<file path="config.mk">
export PLATFORM = sky130hd
export DESIGN_NAME = ldt_diff_rx_deser_flat
export DESIGN_NICKNAME = d
export VERILOG_FILES = /design/src/rtl/ldt_diff_rx_deser_if.sv /design/src/rtl/ldt_diff_rx_deser.sv /design/src/flat_wrapper.sv
export SDC_FILE = /design/constraint.sdc
export NUM_CORES = 1
export LEC_CHECK = 0
export CAP_MARGIN = 20
export CORE_MARGIN = 2
export CORE_UTILIZATION = 51
export CTS_CLUSTER_SIZE = 8
export DETAILED_ROUTE_END_ITERATION = 8
export PLACE_DENSITY = 0.78
export SLEW_MARGIN = 30
export SYNTH_ARGS = -nofsm -noshare
export SYNTH_HDL_FRONTEND = slang
export SYNTH_SLANG_ARGS = --single-unit
</file>
<file path="constraint.sdc">
create_clock -name i_clk -period 1.8 [get_ports i_clk]
set_input_delay 0.45 -clock i_clk [delete_from_list [all_inputs] [get_ports i_clk]]
set_output_delay 0.45 -clock i_clk [all_outputs]
set_load 0.03 [all_outputs]
</file>
<file path="src/rtl/ldt_diff_rx_deser_if.sv">
// rtl/ldt_diff_rx_deser_if.sv - pad-side pairs and core-side word outputs of the LDT receive deserialiser
interface ldt_diff_rx_deser_if #(
    parameter int WIDTH = 8,
    parameter int CNTW  = 8
);
    logic             i_en;
    logic             i_i;
    logic             i_ib;
    logic             i_ctl;
    logic             i_ctlb;
    logic [WIDTH-1:0] o_d;
    logic             o_dvalid;
    logic             o_sync;
    logic             o_perr;
    logic             o_ferr;
    logic [CNTW-1:0]  o_errcnt;

    modport master (
        output i_en, i_i, i_ib, i_ctl, i_ctlb,
        input  o_d, o_dvalid, o_sync, o_perr, o_ferr, o_errcnt
    );

    modport slave (
        input  i_en, i_i, i_ib, i_ctl, i_ctlb,
        output o_d, o_dvalid, o_sync, o_perr, o_ferr, o_errcnt
    );
endinterface

</file>
<file path="src/rtl/ldt_diff_rx_deser.sv">
// rtl/ldt_diff_rx_deser.sv - LDT differential receive: pair check, CTL framing, LSB-first deserialiser
module ldt_diff_rx_deser #(
    parameter int WIDTH = 8,
    parameter int CNTW  = 8
) (
    input  logic                i_clk,
    input  logic                i_rst_n,
    ldt_diff_rx_deser_if.slave  bus
);
    localparam int            CW   = $clog2(WIDTH + 1);
    localparam logic [CW-1:0] LAST = CW'(WIDTH - 1);

    typedef enum logic {ST_HUNT, ST_SHIFT} state_t;

    state_t           r_state, w_state_nxt;
    logic             r_i_q, r_ib_q, r_ctl_q, r_ctlb_q;
    logic [CW-1:0]    r_cnt, w_cnt_nxt;
    logic [WIDTH-1:0] r_shift, w_shift_nxt;
    logic [WIDTH-1:0] r_d, w_d_nxt;
    logic             r_dvalid, w_dvalid_nxt;
    logic             r_sync, w_sync_nxt;
    logic             r_perr, w_perr_nxt;
    logic             r_ferr, w_ferr_nxt;
    logic [CNTW-1:0]  r_errcnt;
    logic             w_err_evt;
    logic             w_valid;
    logic             w_mark;

    assign w_valid = (r_i_q != r_ib_q) && (r_ctl_q != r_ctlb_q);
    assign w_mark  = r_ctl_q;

    // Bits enter at the MSB and walk down, so after WIDTH bits the first one sits at D[0].
    always_comb begin
        w_state_nxt  = r_state;
        w_cnt_nxt    = r_cnt;
        w_shift_nxt  = r_shift;
        w_d_nxt      = r_d;
        w_dvalid_nxt = 1'b0;
        w_sync_nxt   = 1'b0;
        w_perr_nxt   = 1'b0;
        w_ferr_nxt   = 1'b0;
        w_err_evt    = 1'b0;
        if (!bus.i_en) begin
            w_state_nxt = ST_HUNT;
            w_cnt_nxt   = '0;
        end else if (!w_valid) begin
            w_perr_nxt  = 1'b1;
            w_err_evt   = 1'b1;
            w_state_nxt = ST_HUNT;
            w_cnt_nxt   = '0;
        end else begin
            case (r_state)
                ST_HUNT: begin
                    if (w_mark) begin
                        w_shift_nxt = {r_i_q, {(WIDTH-1){1'b0}}};
                        w_cnt_nxt   = CW'(1);
                        w_sync_nxt  = 1'b1;
                        w_state_nxt = ST_SHIFT;
                    end
                end
                ST_SHIFT: begin
                    w_sync_nxt = 1'b1;
                    if (w_mark) begin
                        // Mid-word mark: drop the partial word and treat this bit as a fresh bit 0.
                        w_ferr_nxt  = 1'b1;
                        w_err_evt   = 1'b1;
                        w_shift_nxt = {r_i_q, {(WIDTH-1){1'b0}}};
                        w_cnt_nxt   = CW'(1);
                    end else begin
                        w_shift_nxt = {r_i_q, r_shift[WIDTH-1:1]};
                        if (r_cnt == LAST) begin
                            w_d_nxt      = {r_i_q, r_shift[WIDTH-1:1]};
                            w_dvalid_nxt = 1'b1;
                            w_cnt_nxt    = '0;
                            w_state_nxt  = ST_HUNT;
                        end else begin
                            w_cnt_nxt = r_cnt + CW'(1);
                        end
                    end
                end
                default: w_state_nxt = ST_HUNT;
            endcase
        end
    end

    always_ff @(posedge i_clk or negedge i_rst_n) begin
        if (!i_rst_n) begin
            r_i_q    <= 1'b0;
            r_ib_q   <= 1'b0;
            r_ctl_q  <= 1'b0;
            r_ctlb_q <= 1'b0;
            r_state  <= ST_HUNT;
            r_cnt    <= '0;
            r_shift  <= '0;
            r_d      <= '0;
            r_dvalid <= 1'b0;
            r_sync   <= 1'b0;
            r_perr   <= 1'b0;
            r_ferr   <= 1'b0;
            r_errcnt <= '0;
        end else begin
            r_i_q    <= bus.i_i;
            r_ib_q   <= bus.i_ib;
            r_ctl_q  <= bus.i_ctl;
            r_ctlb_q <= bus.i_ctlb;
            r_state  <= w_state_nxt;
            r_cnt    <= w_cnt_nxt;
            r_shift  <= w_shift_nxt;
            r_d      <= w_d_nxt;
            r_dvalid <= w_dvalid_nxt;
            r_sync   <= w_sync_nxt;
            r_perr   <= w_perr_nxt;
            r_ferr   <= w_ferr_nxt;
            if (w_err_evt && (r_errcnt != {CNTW{1'b1}})) begin
                r_errcnt <= r_errcnt + CNTW'(1);
            end
        end
    end

    assign bus.o_d      = r_d;
    assign bus.o_dvalid = r_dvalid;
    assign bus.o_sync   = r_sync;
    assign bus.o_perr   = r_perr;
    assign bus.o_ferr   = r_ferr;
    assign bus.o_errcnt = r_errcnt;
endmodule

</file>
<file path="src/flat_wrapper.sv">
// flat-port wrapper written by rule: the top's interface ports become plain ports
module ldt_diff_rx_deser_flat 
#(
    parameter int WIDTH = 8,
    parameter int CNTW  = 8
)
  (i_clk, i_rst_n, bus_i_en, bus_i_i, bus_i_ib, bus_i_ctl, bus_i_ctlb, bus_o_d, bus_o_dvalid, bus_o_sync, bus_o_perr, bus_o_ferr, bus_o_errcnt);
  ldt_diff_rx_deser_if #(.WIDTH(WIDTH), .CNTW(CNTW)) bus_i ();
  input  logic i_clk;
  input  logic i_rst_n;
  input wire logic [$bits(bus_i.i_en)-1:0] bus_i_en;
  input wire logic [$bits(bus_i.i_i)-1:0] bus_i_i;
  input wire logic [$bits(bus_i.i_ib)-1:0] bus_i_ib;
  input wire logic [$bits(bus_i.i_ctl)-1:0] bus_i_ctl;
  input wire logic [$bits(bus_i.i_ctlb)-1:0] bus_i_ctlb;
  output wire logic [$bits(bus_i.o_d)-1:0] bus_o_d;
  output wire logic [$bits(bus_i.o_dvalid)-1:0] bus_o_dvalid;
  output wire logic [$bits(bus_i.o_sync)-1:0] bus_o_sync;
  output wire logic [$bits(bus_i.o_perr)-1:0] bus_o_perr;
  output wire logic [$bits(bus_i.o_ferr)-1:0] bus_o_ferr;
  output wire logic [$bits(bus_i.o_errcnt)-1:0] bus_o_errcnt;
  assign bus_i.i_en = bus_i_en;
  assign bus_i.i_i = bus_i_i;
  assign bus_i.i_ib = bus_i_ib;
  assign bus_i.i_ctl = bus_i_ctl;
  assign bus_i.i_ctlb = bus_i_ctlb;
  assign bus_o_d = bus_i.o_d;
  assign bus_o_dvalid = bus_i.o_dvalid;
  assign bus_o_sync = bus_i.o_sync;
  assign bus_o_perr = bus_i.o_perr;
  assign bus_o_ferr = bus_i.o_ferr;
  assign bus_o_errcnt = bus_i.o_errcnt;
  ldt_diff_rx_deser #(.WIDTH(WIDTH), .CNTW(CNTW)) u_core (.i_clk(i_clk), .i_rst_n(i_rst_n), .bus(bus_i));
endmodule
</file>
; Yosys cells after proc, flatten, opt, wreduce, memory -nomap -nowiden
; Cells that the tools add are included.
[classes]
n_addsub = 2
mul = 0
n_div = 0
order_cmp = 0
eq_ne = 6
shifts = 0
muxes = 30
n_bitwise = 2
n_reduce_logical = 4
[op_table]
columns = op, n
row1 = two-way mux 4 bit, 5
row2 = two-way mux 1 bit, 19
row3 = case mux 8 bit (2 select lines), 1
row4 = "adder 8 x 1 -> 8 bit, second input constant", 1
row5 = two-way mux 8 bit, 1
row6 = "!= test 8 bit, second input constant", 1
row7 = case mux 4 bit (2 select lines), 1
row8 = two-way mux 7 bit, 1
row9 = AND reduction 5 bit, 1
row10 = "adder 4 x 1 -> 4 bit, second input constant", 1
row11 = "equality test 4 x 3 -> 1 bit, second input constant", 1
row12 = "!= test 4 x 3 -> 1 bit, second input constant", 1
row13 = case mux 1 bit (2 select lines), 2
row14 = AND reduction 3 bit, 1
row15 = logical AND 1 bit, 2
row16 = != test 1 bit, 2
row17 = "!= test 2 x 1 -> 1 bit, second input constant", 1
row18 = inverter 1 bit, 2
[word_totals]
ff_bits = 37
latch_bits = 0
ram_bits = 0
rom_bits = 0
inputBits = 7
word_cells = 57
mem_count = 0

; Logic depth before layout (Yosys ltp)
[logic_depth]
ltp_word = 6
depth_mapped = 6
depth_no_buf = 5

; Least setup slack after synthesis
; Ideal clock, no wire load.
[synth_path]
path_kind = register -> register
startpoint = reg u_core.r_errcnt[0], in the netlist u_core.bus.o_errcnt[0]
endpoint = reg u_core.r_errcnt[1], in the netlist u_core.bus.o_errcnt[1]
setup_ns = 0.127
arrival_ns = 1.472
slack_ns = 0.201
path_stages_with_launch = 5
synth_period_minus_slack_ns = 1.599
cell_sequence = dfrtp_1 > ha_1 > nand3_1 > o211a_1 > mux2_1
[synth_between]
elab_chain_len = 2
elab_cells_between_ends = 3
classes_between = add/sub: 1 / eq/ne: 1 / reduce/logical: 1
[synth_lines]
columns = item, line_no
row1 = "start, declared", ldt_diff_rx_deser.sv:24  ; logic [CNTW-1:0] r_errcnt;
row2 = "start signal, assigned", ldt_diff_rx_deser.sv:115  ; r_errcnt <= r_errcnt + CNTW'(1);
row3 = branches (longest 2 deep; another with adder 8 x 1 -> 8 bit), n/a
; Several ways; the timed one is not identified.
; A chain may end at the register's enable or synchronous reset.

; Final worst setup path
[layout_path]
startpoint = reg u_core.r_errcnt[2], in the netlist u_core.bus.o_errcnt[2]
endpoint = out bus_o_errcnt[2]
[layout_lines]
columns = item, line_no
row1 = "end, declared", flat_wrapper.sv:21  ; output wire logic [$bits(bus_i.o_errcnt)-1:0] bus_o_errcnt;
; No word-level cell between the ends.

==> run_results.csv <==
group,metric,value,unit
cts,root_buffer,"clkbuf_4",
routing,vias,1048,
timing,fin_worst_skew,9.25,ps
synthesis,synth_top_area_share,58.4,%
timing,hold_violations,0,
synthesis,ys.flop_type,"dfrtp_1",
setup_path,crit_buf_inv,1,
setup_path,crit_path_end_kind,"primary output",
timing,max_freq,603,MHz
finish,fin_util,69.3,%
timing,worst_pin_slew,434,ps
job,cap_violations,0,
power_and_ir_drop,power_density,1040,nW/µm²
cts,cts.sinks,36,
placement,pre_cts_ws,0.353,ps
synthesis,async_reset_ff_share,100,%
routing,detail-route-antenna-nets,0,
routing,dr.pass1.iters,6,
finish,diodes,0,
run_status,status,"complete, but fails checks",
setup_path,cp_slowest_stage_delay,450,ps
synthesis,synth.area.top_cells,"dfrtp_1 (58%), mux2_4 (7.8%), a22o_1 (3.4%)",
timing,period_needed,1660,ps
die,die_h,59.0,µm
timing,period_share,92.2,%
cts,cts-htree-levels,2,
global_routing,grt_pass1_vias,959,
synthesis,yosys.area.top_type,"dfrtp_1",
setup_path,slowest_stage,"dfrtp_1",
timing,setup_ws,141,ps
placement,port_buffers,26,
setup_path,regToRegStartpoint,"u_core.r_i_q$_DFF_PN0_",
synthesis,ys_ff_latch,36,
routing,wl_per_cell,13.6,µm
synthesis,synth.net_count,131,
synthesis,yosysUniqueCellTypes,36,
setup_path,path_delay_family,"flip-flops",
setup_path,critPathRequiredTime,1350,ps
finish,fill_cells,209,
die,pin_count,27,
timing,setup_tns,0,ps
global_routing,grt_pass1_wl,4.17,mm
synthesis,yosysMostFrequentCell,"dfrtp_1",
routing,drt-initial-drc-count,35,
timing,rsz0062_at_grt,"no",
synthesis,avgSynthCellArea,12.6,µm²
run_status,violations,"design-rule violations",
power_and_ir_drop,irDropWorstVdd,0.726,mV
setup_path,cp_cell_sequence,"dlygate4sd2_1",
global_routing,grt_max_degree,37,
global_routing,track_usage,16.5,%
synthesis,postSynthCellCount,122,
synthesis,syn_area,1540,µm²
die,die_area,3480,µm²
synthesis,synth_commonest_cells,"dfrtp_1 (36), nand2_1 (9), mux2_4 (8), nor2_1 (8), a22o_1 (6)",
cts,clock_path_buffers,2,
die,die_w,59.0,µm
timing,slew_headroom,71.1,%
routing,viasPerCell,5.43,
cts,cts_tree,"built",
placement,routabilityCongestion,0.780,
cts,cts_buffers,5,
setup_path,critPathArrivalTime,1210,ps
setup_path,worstPathMaxFanout,7,
routing,post-route-drc-count,2,
routing,wl,2.62,mm
finish,layout-drive-gt1-share,19.8,%
timing,setup_violations,0,
setup_path,crit_type,"flip-flop to primary output",
synthesis,synth_edf_count,0,
placement,place_hpwl,1.85,mm
global_routing,grt-ovfl-total,0,
finish,synthToLayoutAreaGrowth,26.1,%
die,num_rows,19,
finish,fin_nets,170,
power_and_ir_drop,p_leak,1.03,nW
setup_path,startpoint_type,"flip-flop",
die,start_util,55.0,%
setup_path,startpoint,"u_core.bus.o_errcnt[2]$_DFFE_PN0P_",
cts,clk_latency,330,ps
cts,path_clk_slew,110,ps
synthesis,synth-seq-area-share,58.4,%
timing,slew_violations,0,
min_path,min_path_type,"input port to async pin",
synthesis,synth_warnings,0,
global_routing,antenna_found_initial,0,
die,core,2810,µm²
[metal layers]
| layer | GRT usage (%) | routed length, µm |
|---|---|---|
| met1 | 20.2 | 1160 |
| met2 | 26.0 | 1290 |
| met3 | 6.77 | 153 |
| met4 | 6.49 | 13 |
| met5 | 0 | 0 |
[power by group]
| part | switching, W | internal, W |
|---|---|---|
| Sequential | 0.0000953 | 0.000892 |
| Combinational | 0.000292 | 0.000187 |
| Clock | 0.000261 | 0.000289 |
[registers in the layout, summed over array words and instances, names as in the netlist]
register / count
u_core.bus.o_d: 8
u_core.bus.o_errcnt: 8
u_core.r_shift: 7
u_core.r_cnt: 4
u_core.bus.o_dvalid: 1
u_core.bus.o_ferr: 1
u_core.bus.o_perr: 1
u_core.bus.o_sync: 1
u_core.r_ctl_q: 1
u_core.r_ctlb_q: 1
u_core.r_i_q: 1
u_core.r_ib_q: 1
u_core.r_state: 1
[worst register-to-register path, cell delays in order, from the launching register on]
cell      delay [ps]
dfrtp_1          440
xor2_2           310
and3_1           280
nand2b_4         140
mux2_4           320
[path summary, 6_finish.rpt]
check	endpoint	slack, ps	cells past startpoint
max in group asynchronous	u_core.r_state$_DFF_PN0_	970	2
min	u_core.r_shift[1]$_DFFE_PN0P_	510	2
max reg2reg	u_core.bus.o_d[6]$_DFFE_PN0P_	210	4
min in group i_clk	u_core.bus.o_errcnt[7]$_DFFE_PN0P_	510	1
max	bus_o_errcnt[2]	140	1
min reg2reg	u_core.bus.o_errcnt[7]$_DFFE_PN0P_	510	1
[through the flow]
stage | area, µm² | hold WS [ps] | power (W) | instances
3_3_place_gp | 1860 | 489 | 0.00152 | 181
5_1_grt | 1940 | 510 | 0.00214 | 193
3_5_place_dp | 1860 | 494 | 0.00153 | 181
6_report | 1940 | 509 | 0.00202 | 193
4_1_cts | 1910 | 507 | 0.00205 | 189
2_1_floorplan | 1540 | 154 | 0.00131 | 122
[kinds of logic after synthesis]
kind of cell / after synthesis / share of synthesized area [%]
compound gates: 18 / 8.36
buf+inv: 8 / 2.92
flops: 36 / 58.4
simple gates: 40 / 14.0
xor+xnor: 5 / 3.33
fa+ha+maj: 2 / 1.62
mux: 13 / 11.4
[final cells by class]
cell class,instances,area (µm²),share of cell area (%)
Timing Repair Buffer,36,314,16.2
Multi-Input combinational cell,78,596,30.6
Clock inverter,3,42.5,2.19
Clock buffer,5,37.5,1.93
Tap cell,31,38.8,1.99
Sequential cell,36,901,46.3
Inverter,4,15.0,0.772
[timing repair]
item / in CTS / in global routing
pin swaps: 0 / 1
setup buffers: 0 / 4
hold buffers: 0 / 0
setup endpoints to repair: 19 / 3
resized for setup: 19 / 1
[cells in the final DEF (no fill, tap or decap), types with 2 or more instances in the layout]
master           synthesis  routed
mux2_2                   3       3
xor2_1                   2       2
clkdlybuf4s50_1          0       6
clkbuf_4                 0       5
mux2_4                   8       8
nor2_1                   8       8
nand2_1                  9       9
dlygate4sd2_1            0      19
inv_1                    4       4
xnor2_1                  2       2
o21ai_0                  3       3
and3_1                   3       3
ha_1                     2       2
a21oi_1                  3       3
nand4_1                  4       4
nand3_1                  5       5
dfrtp_1                 36      36
nor2b_1                  2       2
buf_4                    0      10
a22o_1                   6       6
(Power assumes the default switching activity.)
